$ cat src/rtl/pipeline_hazard_ctrl.sv
// rtl/pipeline_hazard_ctrl.sv - stall/flush sequencer with load-use detection and MULT/DIV busy FSM
module pipeline_hazard_ctrl #(
  parameter int MD_LATENCY = 4,
  parameter int CNT_W      = 16
) (
  input  logic             clk,
  input  logic             reset,
  input  logic [4:0]       id_rs,
  input  logic [4:0]       id_rt,
  input  logic             id_uses_rs,
  input  logic             id_uses_rt,
  input  logic             id_is_muldiv,
  input  logic             id_reads_hilo,
  input  logic             id_branch_taken,
  input  logic             ex_memread,
  input  logic [4:0]       ex_dst,
  output logic             pc_we,
  output logic             ifid_we,
  output logic             ifid_flush,
  output logic             idex_bubble,
  output logic             md_start,
  output logic             md_busy,
  output logic             md_done,
  output logic [CNT_W-1:0] stall_count
);

  localparam int MCW = (MD_LATENCY > 1) ? $clog2(MD_LATENCY) : 1;
  localparam logic [MCW-1:0] MD_LOAD = MCW'(MD_LATENCY - 1);

  typedef enum logic {
    RUN     = 1'b0,
    MD_BUSY = 1'b1
  } state_e;

  state_e           state_q, state_d;
  logic [MCW-1:0]   md_cnt_q, md_cnt_d;
  logic [CNT_W-1:0] stall_cnt_q, stall_cnt_d;

  logic load_use;
  logic in_busy;
  logic md_hazard;
  logic stall;
  logic start_int;
  logic cnt_zero;

  always_comb begin
    load_use  = ex_memread && (ex_dst != 5'd0) &&
                ((id_uses_rs && (id_rs == ex_dst)) || (id_uses_rt && (id_rt == ex_dst)));
    in_busy   = (state_q == MD_BUSY);
    md_hazard = in_busy && (id_is_muldiv || id_reads_hilo);
    stall     = load_use || md_hazard;
    start_int = id_is_muldiv && !stall && (state_q == RUN);
    cnt_zero  = (md_cnt_q == '0);
  end

  // Reset forces a bubble/flush so nothing leaks into the pipe while state is being cleared.
  assign pc_we       = reset ? 1'b0 : !stall;
  assign ifid_we     = reset ? 1'b0 : !stall;
  assign ifid_flush  = reset ? 1'b1 : (id_branch_taken && !stall);
  assign idex_bubble = reset ? 1'b1 : stall;
  assign md_start    = reset ? 1'b0 : start_int;
  assign md_busy     = reset ? 1'b0 : in_busy;
  assign md_done     = reset ? 1'b0 : (in_busy && cnt_zero);
  assign stall_count = stall_cnt_q;

  always_comb begin
    state_d     = state_q;
    md_cnt_d    = md_cnt_q;
    stall_cnt_d = stall_cnt_q;
    case (state_q)
      RUN: begin
        if (start_int) begin
          state_d  = MD_BUSY;
          md_cnt_d = MD_LOAD;
        end
      end
      MD_BUSY: begin
        if (cnt_zero) begin
          state_d = RUN;
        end else begin
          md_cnt_d = md_cnt_q - 1'b1;
        end
      end
      default: state_d = RUN;
    endcase
    if (stall && (stall_cnt_q != {CNT_W{1'b1}})) begin
      stall_cnt_d = stall_cnt_q + CNT_W'(1);
    end
  end

  always_ff @(posedge clk) begin
    if (reset) begin
      state_q     <= RUN;
      md_cnt_q    <= '0;
      stall_cnt_q <= '0;
    end else begin
      state_q     <= state_d;
      md_cnt_q    <= md_cnt_d;
      stall_cnt_q <= stall_cnt_d;
    end
  end

endmodule
$ cat config.mk
export PLATFORM = sky130hd
export DESIGN_NAME = pipeline_hazard_ctrl
export DESIGN_NICKNAME = d
export VERILOG_FILES = /design/src/rtl/pipeline_hazard_ctrl.sv
export SDC_FILE = /design/constraint.sdc
export NUM_CORES = 1
export LEC_CHECK = 0
export CORE_ASPECT_RATIO = 0.5
export CORE_MARGIN = 2
export CORE_UTILIZATION = 43
export CTS_CLUSTER_DIAMETER = 60
export DETAILED_ROUTE_END_ITERATION = 8
export GPL_ROUTABILITY_DRIVEN = 0
export PLACE_DENSITY = 0.81
export REMOVE_ABC_BUFFERS = 1
export SKIP_CTS_REPAIR_TIMING = 1
export SYNTH_ARGS = -nofsm -noshare
export SYNTH_HDL_FRONTEND = slang
export SYNTH_SLANG_ARGS = --single-unit
$ cat constraint.sdc
create_clock -name clk -period 3.7 [get_ports clk]
set_input_delay 1.11 -clock clk [delete_from_list [all_inputs] [get_ports clk]]
set_output_delay 1.11 -clock clk [all_outputs]
set_load 0.03 [all_outputs]
# Word level (Yosys, flattened, before mapping)
# Cells that the tools add are included.
[totals] reg_bits=19 input_bits=23 out_inout_bits=23 elab_cells=40
[op_classes] addsub=2 eq_ne=5 mux=12 bitwise=1 n_reduce_logical=17
[ops] op="$add A16 B1 Y16 const B" n=1
[ops] op="$ne A16 B16 Y1 const B" n=1
[ops] op="$eq A5 B5 Y1" n=2
[ops] op="$logic_and A1 B1 Y1" n=10
[ops] op="$mux W1" n=8
[ops] op="$reduce_bool A5 Y1" n=1
[ops] op="$mux W2" n=2
[ops] op="$ne A2 B2 Y1 const B" n=2
[ops] op="$pmux W2 S2" n=1
[ops] op="$logic_or A1 B1 Y1" n=3
[ops] op="$logic_not A2 Y1" n=1
[ops] op="$pmux W1 S2" n=1
[ops] op="$reduce_and A2 Y1" n=1
[ops] op="$sub A2 B1 Y2 const B" n=1
[ops] op="$logic_not A1 Y1" n=1
[ops] op="$not A1 Y1" n=1

# Longest topological paths before layout
# Gate-level depths: netlist of the first run.
[depth] word_depth=10 mapped_depth=8 depth_no_buf=7

# Least setup slack after synthesis of the first run
# No wires, ideal clock.
[synth_path] kind="input to output" startpoint="input ex_dst[1]" endpoint="output pc_we" arrival_time_ns=2.892 required_ns=2.590 setup_slack_ns=-0.302 cell_stages=7 path_buffers=2 path_cell_list="or4_1 o21a_1 a21boi_2 buf_6 nand2b_1 inv_1 buf_4"
[synth_between] elab_chain_cells=7 elab_cells_between_ends=11 classes_between="2 x eq/ne; 1 x mux; 8 x reduce/logical"
[synth_rtl] element="start: declaration" line="16" rtl="input logic [4:0] ex_dst,"
[synth_rtl] element="$eq A5 B5 Y1" line="48" rtl="((id_uses_rs && (id_rs == ex_dst)) || (id_uses_rt && (id_rt == ex_dst)));"
[synth_rtl] element="$logic_and A1 B1 Y1" line="48"
[synth_rtl] element="$logic_or A1 B1 Y1" line="48"
[synth_rtl] element="$logic_and A1 B1 Y1 (*)" line="47" rtl="load_use = ex_memread && (ex_dst != 5'd0) &&"
[synth_rtl] element="$logic_or A1 B1 Y1 (*)" line="51" rtl="stall = load_use || md_hazard;"
[synth_rtl] element="$logic_not A1 Y1 (*)"
[synth_rtl] element="$mux W1 (*)"
[synth_rtl] element="end: declaration" line="17" rtl="output logic pc_we,"
# Every way passes the cells marked *; elsewhere a longest branch is shown, timed or not.

# Final worst setup path of the first run
[layout_path] startpoint="input ex_dst[3]" endpoint="output md_start"
[layout_between] elab_chain_cells=9 elab_cells_between_ends=13 classes_between="2 x eq/ne; 1 x mux; 10 x reduce/logical"
[layout_rtl] element="$eq A5 B5 Y1" line="48"
[layout_rtl] element="$logic_and A1 B1 Y1" line="48"
[layout_rtl] element="$logic_or A1 B1 Y1" line="48"
[layout_rtl] element="$logic_and A1 B1 Y1 (*)" line="47"
[layout_rtl] element="$logic_or A1 B1 Y1 (*)" line="51"
[layout_rtl] element="$logic_not A1 Y1 (*)" line="52" rtl="start_int = id_is_muldiv && !stall && (state_q == RUN);"
[layout_rtl] element="$logic_and A1 B1 Y1 (*) (2 in a row)" line="52"
[layout_rtl] element="$mux W1 (*)" line="61" rtl="assign md_start = reset ? 1'b0 : start_int;"
[layout_rtl] element="end: declaration" line="21" rtl="output logic md_start,"
# Marked as above.

==> key figures, run 1 <==
Critical path
  – Path type of the worst setup path: input port to primary output
  – Slowest cell on the critical path: sky130_fd_sc_hd__or4_4
  – Critical path data required time: 2590 ps
  – Endpoint arrival time on the critical path: 2580 ps
  – Chain of cells forming the critical path: buf_8 > or4_4 > o21a_1 > buf_6 > nand2_4 > nand2_2 > nor3_2 > buf_4
  – Critical Path End Type: primary output
  – Delay of the slowest cell on the worst path: 510 ps
  – Sort of element at the start of the critical path: input port
  – Max FO, Critical Path: 3

Die
  – Die outline area: 3150 um2
  – Area of the core: 2570 um2
  – Die boundary height: 40.7 um
  – Die width: 77.4 um
  – Initial Utilization: 0.450
  – Top-level port count: 46
  – Site row count: 13

Power
  – Fraction of power spent switching nets: 0.278
  – Reported net switching power: 0.133 mW
  – Leakage Power: 0.730 nW
  – P per Cell Area: 265 nW/um2
  – Maximum vdd ir drop: 146 uV
  – Clock power share: 0.308
  – Gate power share: 0.246
  – Int Power: 0.345 mW
  – Flop pwr share: 0.446

Synth
  – Synth area leaders: sky130_fd_sc_hd__dfxtp_1 33%, sky130_fd_sc_hd__xnor2_1 7.6%, sky130_fd_sc_hd__or4_1 5.2%
  – Number of warnings reported in the yosys synthesis log: 0
  – Number of instances in the synthesized netlist: 133
  – Avg Inst Size Synth: 8.70 um2
  – Total of flip-flops plus latches after synthesis: 19
  – Asr flop ratio synth: 0
  – Number of unique standard cell types used by synthesis: 37
  – Combined area of all synthesized cells: 1160 um2
  – Dominant cell type by area after synthesis: sky130_fd_sc_hd__dfxtp_1
  – Area share of the largest cell type after synthesis: 0.329
  – Leading register cell type out of synthesis: sky130_fd_sc_hd__dfxtp_1
  – Portion of the post-synthesis area used by sequential elements: 0.329
  – Number of enable flip-flop cells after synthesis: 0

STA
  – Final setup violation count: 0
  – Setup repair after global routing missed its margin: true
  – Highest clock rate: 0.271 GHz
  – Post-route fraction of the period consumed by the critical path: 0.996
  – Worst-case headroom to the max-slew limit: 0.599
  – Final-report hold violation count: 0
  – Setup clock skew after layout: 4.41 ps
  – Minimum clock period: 3690 ps
  – Slew at the pin closest to its max-slew limit: 599 ps
  – Final-layout worst hold slack: 483 ps
  – Max-slew violation count: 0

Finish
  – Post-Route Utilization: 0.701
  – Number of antenna diodes: 0
  – Most frequent cells in the layout: 25 x sky130_fd_sc_hd__clkdlybuf4s50_1, 19 x sky130_fd_sc_hd__dfxtp_1, 13 x sky130_fd_sc_hd__buf_4
  – Multi-input logic area: 739 um2
  – Sequential standard cell area: 380 um2
  – Finished Layout Cells: 226
  – Layout Area Growth over Synthesis: 55.6%
  – Share of cells above drive strength 1: 0.228
  – Area of all placed cells without fillers: 1800 um2
  – Filler cell count: 198
  – Most common cell after layout, fill and taps aside: sky130_fd_sc_hd__clkdlybuf4s50_1
  – Layout net count: 215

Drt
  – DRC: 0
  – Antenna viol nets, final: 0
  – WL/cell: 13.0 um
  – DRT iter0 DRCs: 120
  – Total number of vias: 1181
  – Via density: 5.23
  – Total iterations of the first detailed-routing run: 4
  – Wirelength, routed: 2.93 mm

GRT
  – Total routing resource utilization after global routing: 0.170
  – Gr ovfl total: 0
  – Via count of the first global-routing pass: 936
  – Number of antenna violations at the first check in global routing: 0
  – Maximum number of pins on one net before global-route repair: 25
  – Global-route wire length before repair: 4.08 mm

Run status
  – Outcome: finished clean

Clocking
  – Total number of H-tree levels: 1
  – Cell chosen for the clock root: sky130_fd_sc_hd__clkbuf_8
  – Count of clock tree sinks: 19
  – Buffer depth of the longest clock path: 2
  – Register clock-pin slew on the reported worst setup and hold paths: 80 ps
  – Source-to-sink clock delay at the later pin of the worst-skew pair: 260 ps
  – Number of buffers added by the clock tree synthesis step: 3
  – Clock tree from TritonCTS: yes

Placed design
  – Detailed-placement wirelength estimate: 2.05 mm
  – Buffers added on ports: 45
  – Standard cell area after detailed placement: 1680 um2
  – Post-Place Cells: 220

Hold path
  – Type of the tightest min-delay check: flip-flop to flip-flop

Job
  – Total of max-cap violations: 0
registers in the layout, summed over array words and instances (netlist names):
name         count
in_busy          1
stall_count     16
md_cnt_q         2
cell type report:
cell class              instances  area share
well taps                      37      0.0257
repair buffers                 57       0.314
flip-flops and latches         19       0.211
clock buffers                   3      0.0229
clock inverters                 1     0.00278
inverters                       6      0.0125
multi-input cells             103       0.411
logic make-up after synthesis:
logic type | synth area share
AOI/OAI and AO/OA | 0.200
xor gates and xnor gates | 0.0908
adders and majority gates | 0.0216
buffers and inverters | 0.0486
DFF | 0.329
muxes | 0.0346
and+or+nand+nor | 0.276
per-layer routing:
layer,share of wire,vias up,GRT usage
li1,-,602,-
met1,0.46,543,0.212
met2,0.48,34,0.302
met3,0.053,2,0.0551
met4,0.0065,0,0.0402
met5,0,-,0
power by group through the flow:
stage	logic, mW	registers [mW]	clock network [mW]
floorplan	0.0487	0.221	0
global placement	0.108	0.218	0
detailed placement	0.110	0.218	0
CTS	0.110	0.213	0.150
global route	0.127	0.214	0.160
finish	0.118	0.213	0.147
worst max-delay path: cells and delay by family:
kind	cells	cell delay [ps]
buffers and inverters	3	420
AND/OR/NAND/NOR	4	810
AO/OA/AOI/OAI	1	230
synth_stat cells (all sizes together), types with 2 or more instances:
library cell	instances
inv	6
o31ai	7
clkbuf	2
dfxtp	19
nand3	4
nor3	3
mux2	2
ha	2
or4	8
nor2b	3
o21ai	5
nor2	12
a21oi	12
a31oi	2
nand2	9
xor2	2
xnor2	10
nand4	5
nor4b	2
buf	3
or3	4
final timing paths:
path | start | cells past startpoint | to | slack, ps
worst max-delay path | ex_dst[3] | 8 | md_start | 10
worst max register to register | stall_count[4] | 6 | stall_count[7] | 1510
worst min register to register | md_cnt_q[1] | 2 | md_cnt_q[1] | 480
worst min-delay path | md_cnt_q[1] | 2 | md_cnt_q[1] | 480
stage by stage:
stage	power (mW)	setup TNS (ps)	setup slack, ps
3_5_place_dp	0.328	-1710	-599
4_1_cts	0.473	-1860	-632
5_1_grt	0.501	-91.7	-57.5
2_1_floorplan	0.270	-785	-377
3_3_place_gp	0.325	-1620	-576
6_report	0.478	0	14.0
Note: power is estimated with default switching activity, not from simulation.
==> run 2, diff against run 1 <==
--- a/config.mk
+++ b/config.mk
@@ -11,7 +11,7 @@
 export CTS_CLUSTER_DIAMETER = 60
 export DETAILED_ROUTE_END_ITERATION = 8
 export GPL_ROUTABILITY_DRIVEN = 0
-export PLACE_DENSITY = 0.81
+export PLACE_DENSITY = 0.79
 export REMOVE_ABC_BUFFERS = 1
 export SKIP_CTS_REPAIR_TIMING = 1
 export SYNTH_ARGS = -nofsm -noshare
==> key figures, run 2 (synthesis results as in run 1) <==
Run status
  – Outcome: finished clean

Clocking
  – Register clock-pin slew on the reported worst setup and hold paths: 70 ps (about the same)
  – Clock tree from TritonCTS: yes
  – Count of clock tree sinks: 19 (unchanged)
  – Total number of H-tree levels: 1 (unchanged)
  – Number of buffers added by the clock tree synthesis step: 3 (unchanged)
  – Buffer depth of the longest clock path: 2 (unchanged)
  – Cell chosen for the clock root: sky130_fd_sc_hd__clkbuf_8
  – Source-to-sink clock delay at the later pin of the worst-skew pair: 260 ps (about the same)

Finish
  – Layout net count: 215 (unchanged)
  – Share of cells above drive strength 1: 0.217 (-0.0106)
  – Max FFs per register: 16 (unchanged)
  – Filler cell count: 218 (+10%)
  – Area of all placed cells without fillers: 1800 um2 (+0.14%)
  – Number of antenna diodes: 0 (unchanged)
  – Most frequent cells in the layout: 24 x sky130_fd_sc_hd__clkdlybuf4s50_1, 19 x sky130_fd_sc_hd__dfxtp_1, 15 x sky130_fd_sc_hd__buf_4
  – Layout Area Growth over Synthesis: 55.8%
  – Post-Route Utilization: 0.702 (+0.000974)
  – Most common cell after layout, fill and taps aside: sky130_fd_sc_hd__clkdlybuf4s50_1

Critical path
  – Endpoint arrival time on the critical path: 2580 ps (about the same)
  – Slowest cell on the critical path: sky130_fd_sc_hd__or4_4
  – Critical path data required time: 2590 ps (about the same)
  – Sort of element at the start of the critical path: input port
  – Delay of the slowest cell on the worst path: 510 ps (about the same)
  – Path type of the worst setup path: input port to primary output
  – Critical Path End Type: primary output
  – Chain of cells forming the critical path: buf_8 > or4_4 > o21a_1 > buf_6 > nand2_4 > nand2_2 > nor3_2 > buf_4
  – Max FO, Critical Path: 2 (-1)
  – Worst R2R Setup Slack: 1490 ps (-20 ps)

STA
  – Worst-case headroom to the max-slew limit: 0.603 (+0.00344)
  – Setup clock skew after layout: 1.46 ps (-2.94 ps)
  – Final setup violation count: 0 (unchanged)
  – Minimum clock period: 3690 ps (+3.81 ps)
  – Final total negative setup slack: 0 ps (unchanged)
  – Max-slew violation count: 0 (unchanged)
  – Setup repair after global routing missed its margin: true
  – Post-route fraction of the period consumed by the critical path: 0.997 (+0.00103)
  – Final-report hold violation count: 0 (unchanged)
  – Highest clock rate: 0.271 GHz (-0.10%)
  – Slew at the pin closest to its max-slew limit: 594 ps (-5.14 ps)
  – Final-layout worst hold slack: 492 ps (+8.41 ps)

GRT
  – Via count of the first global-routing pass: 1077 (+15%)
  – Maximum number of pins on one net before global-route repair: 25 (unchanged)
  – Number of antenna violations at the first check in global routing: 0 (unchanged)
  – Gr ovfl total: 0 (unchanged)
  – Total routing resource utilization after global routing: 0.186 (+0.0160)
  – Global-route wire length before repair: 4.55 mm (+11%)

Placed design
  – Buffers added on ports: 45 (unchanged)
  – Detailed-placement wirelength estimate: 2.19 mm (+6.8%)
  – Standard cell area after detailed placement: 1670 um2 (-0.45%)

Die
  – Die boundary height: 40.7 um (unchanged)
  – Top-level port count: 46 (unchanged)
  – Initial Utilization: 0.450 (unchanged)
  – Die outline area: 3150 um2 (unchanged)
  – Die width: 77.4 um (unchanged)
  – Area of the core: 2570 um2 (unchanged)
  – Site row count: 13 (unchanged)

Drt
  – DRT iter0 DRCs: 61 (-49%)
  – DRC: 0 (unchanged)
  – WL/cell: 13.9 um (+7.1%)
  – Wirelength, routed: 3.14 mm (+7.1%)
  – Total number of vias: 1205 (+2.0%)
  – Via density: 5.33 (+2.0%)
  – Antenna viol nets, final: 0 (unchanged)
  – Total iterations of the first detailed-routing run: 4 (unchanged)

Hold path
  – Type of the tightest min-delay check: flip-flop to flip-flop

Job
  – Total of max-cap violations: 0 (unchanged)

Power
  – Leakage Power: 0.746 nW (+2.2%)
  – Maximum vdd ir drop: 134 uV (-8.5%)
  – Total power: 0.477 mW (about the same)
  – P per Cell Area: 265 nW/um2 (-0.22%)
-- run 2: changes by cell type in the layout (fill, tap and decap cells not counted), sizes merged --
cell           previous run  this run
clkbuf                    5         4
clkdlybuf4s50            25        24
dlymetal6s2s             10        12
-- run 2: per-layer routing --
metal	global-route usage	part of all wire
met1	0.215	0.41
met3	0.0441	0.049
met2	0.383	0.53
met5	0	0
met4	0.0268	0.011
-- run 2: final timing paths --
| kind | start | end | cells past startpoint |
|---|---|---|---|
| setup reg to reg | stall_count[4] | stall_count[9] | 6 |
| hold reg to reg | md_cnt_q[1] | md_cnt_q[1] | 2 |
| setup / recovery | ex_dst[4] | md_start | 8 |
| hold / removal | md_cnt_q[1] | md_cnt_q[1] | 2 |
-- run 2: metrics by stage --
step / cells / setup WS [ps]
after floorplan: 128 / -377
after global placement: 219 / -568
after detailed placement: 219 / -570
after CTS: 223 / -576
after global routing: 226 / -37.8
final: 226 / 10.2
-- run 2: layout make-up --
class	count	area [um2]	area share
timing repair buffer	57	568	0.315
inverter	6	22.5	0.0125
sequential	19	380	0.211
clock inverter	1	5.00	0.00278
clock buffer	3	41.3	0.0229
tap	37	46.3	0.0257
multi-input combinational	103	739	0.410
-- run 2: worst max-delay path: cells and delay by family --
| kind | cells | cell delay [ps] |
|---|---|---|
| buffers and inverters | 3 | 410 |
| AND/OR/NAND/NOR | 4 | 820 |
| AO/OA/AOI/OAI | 1 | 240 |
-- run 2: report_power, final --
| group | internal [mW] | switching [mW] | leakage, nW |
|---|---|---|---|
| Combinational | 0.0593 | 0.0573 | 0.566 |
| Clock | 0.0749 | 0.0721 | 0.0255 |
| Sequential | 0.210 | 0.00391 | 0.154 |
| Total | 0.344 | 0.133 | 0.746 |
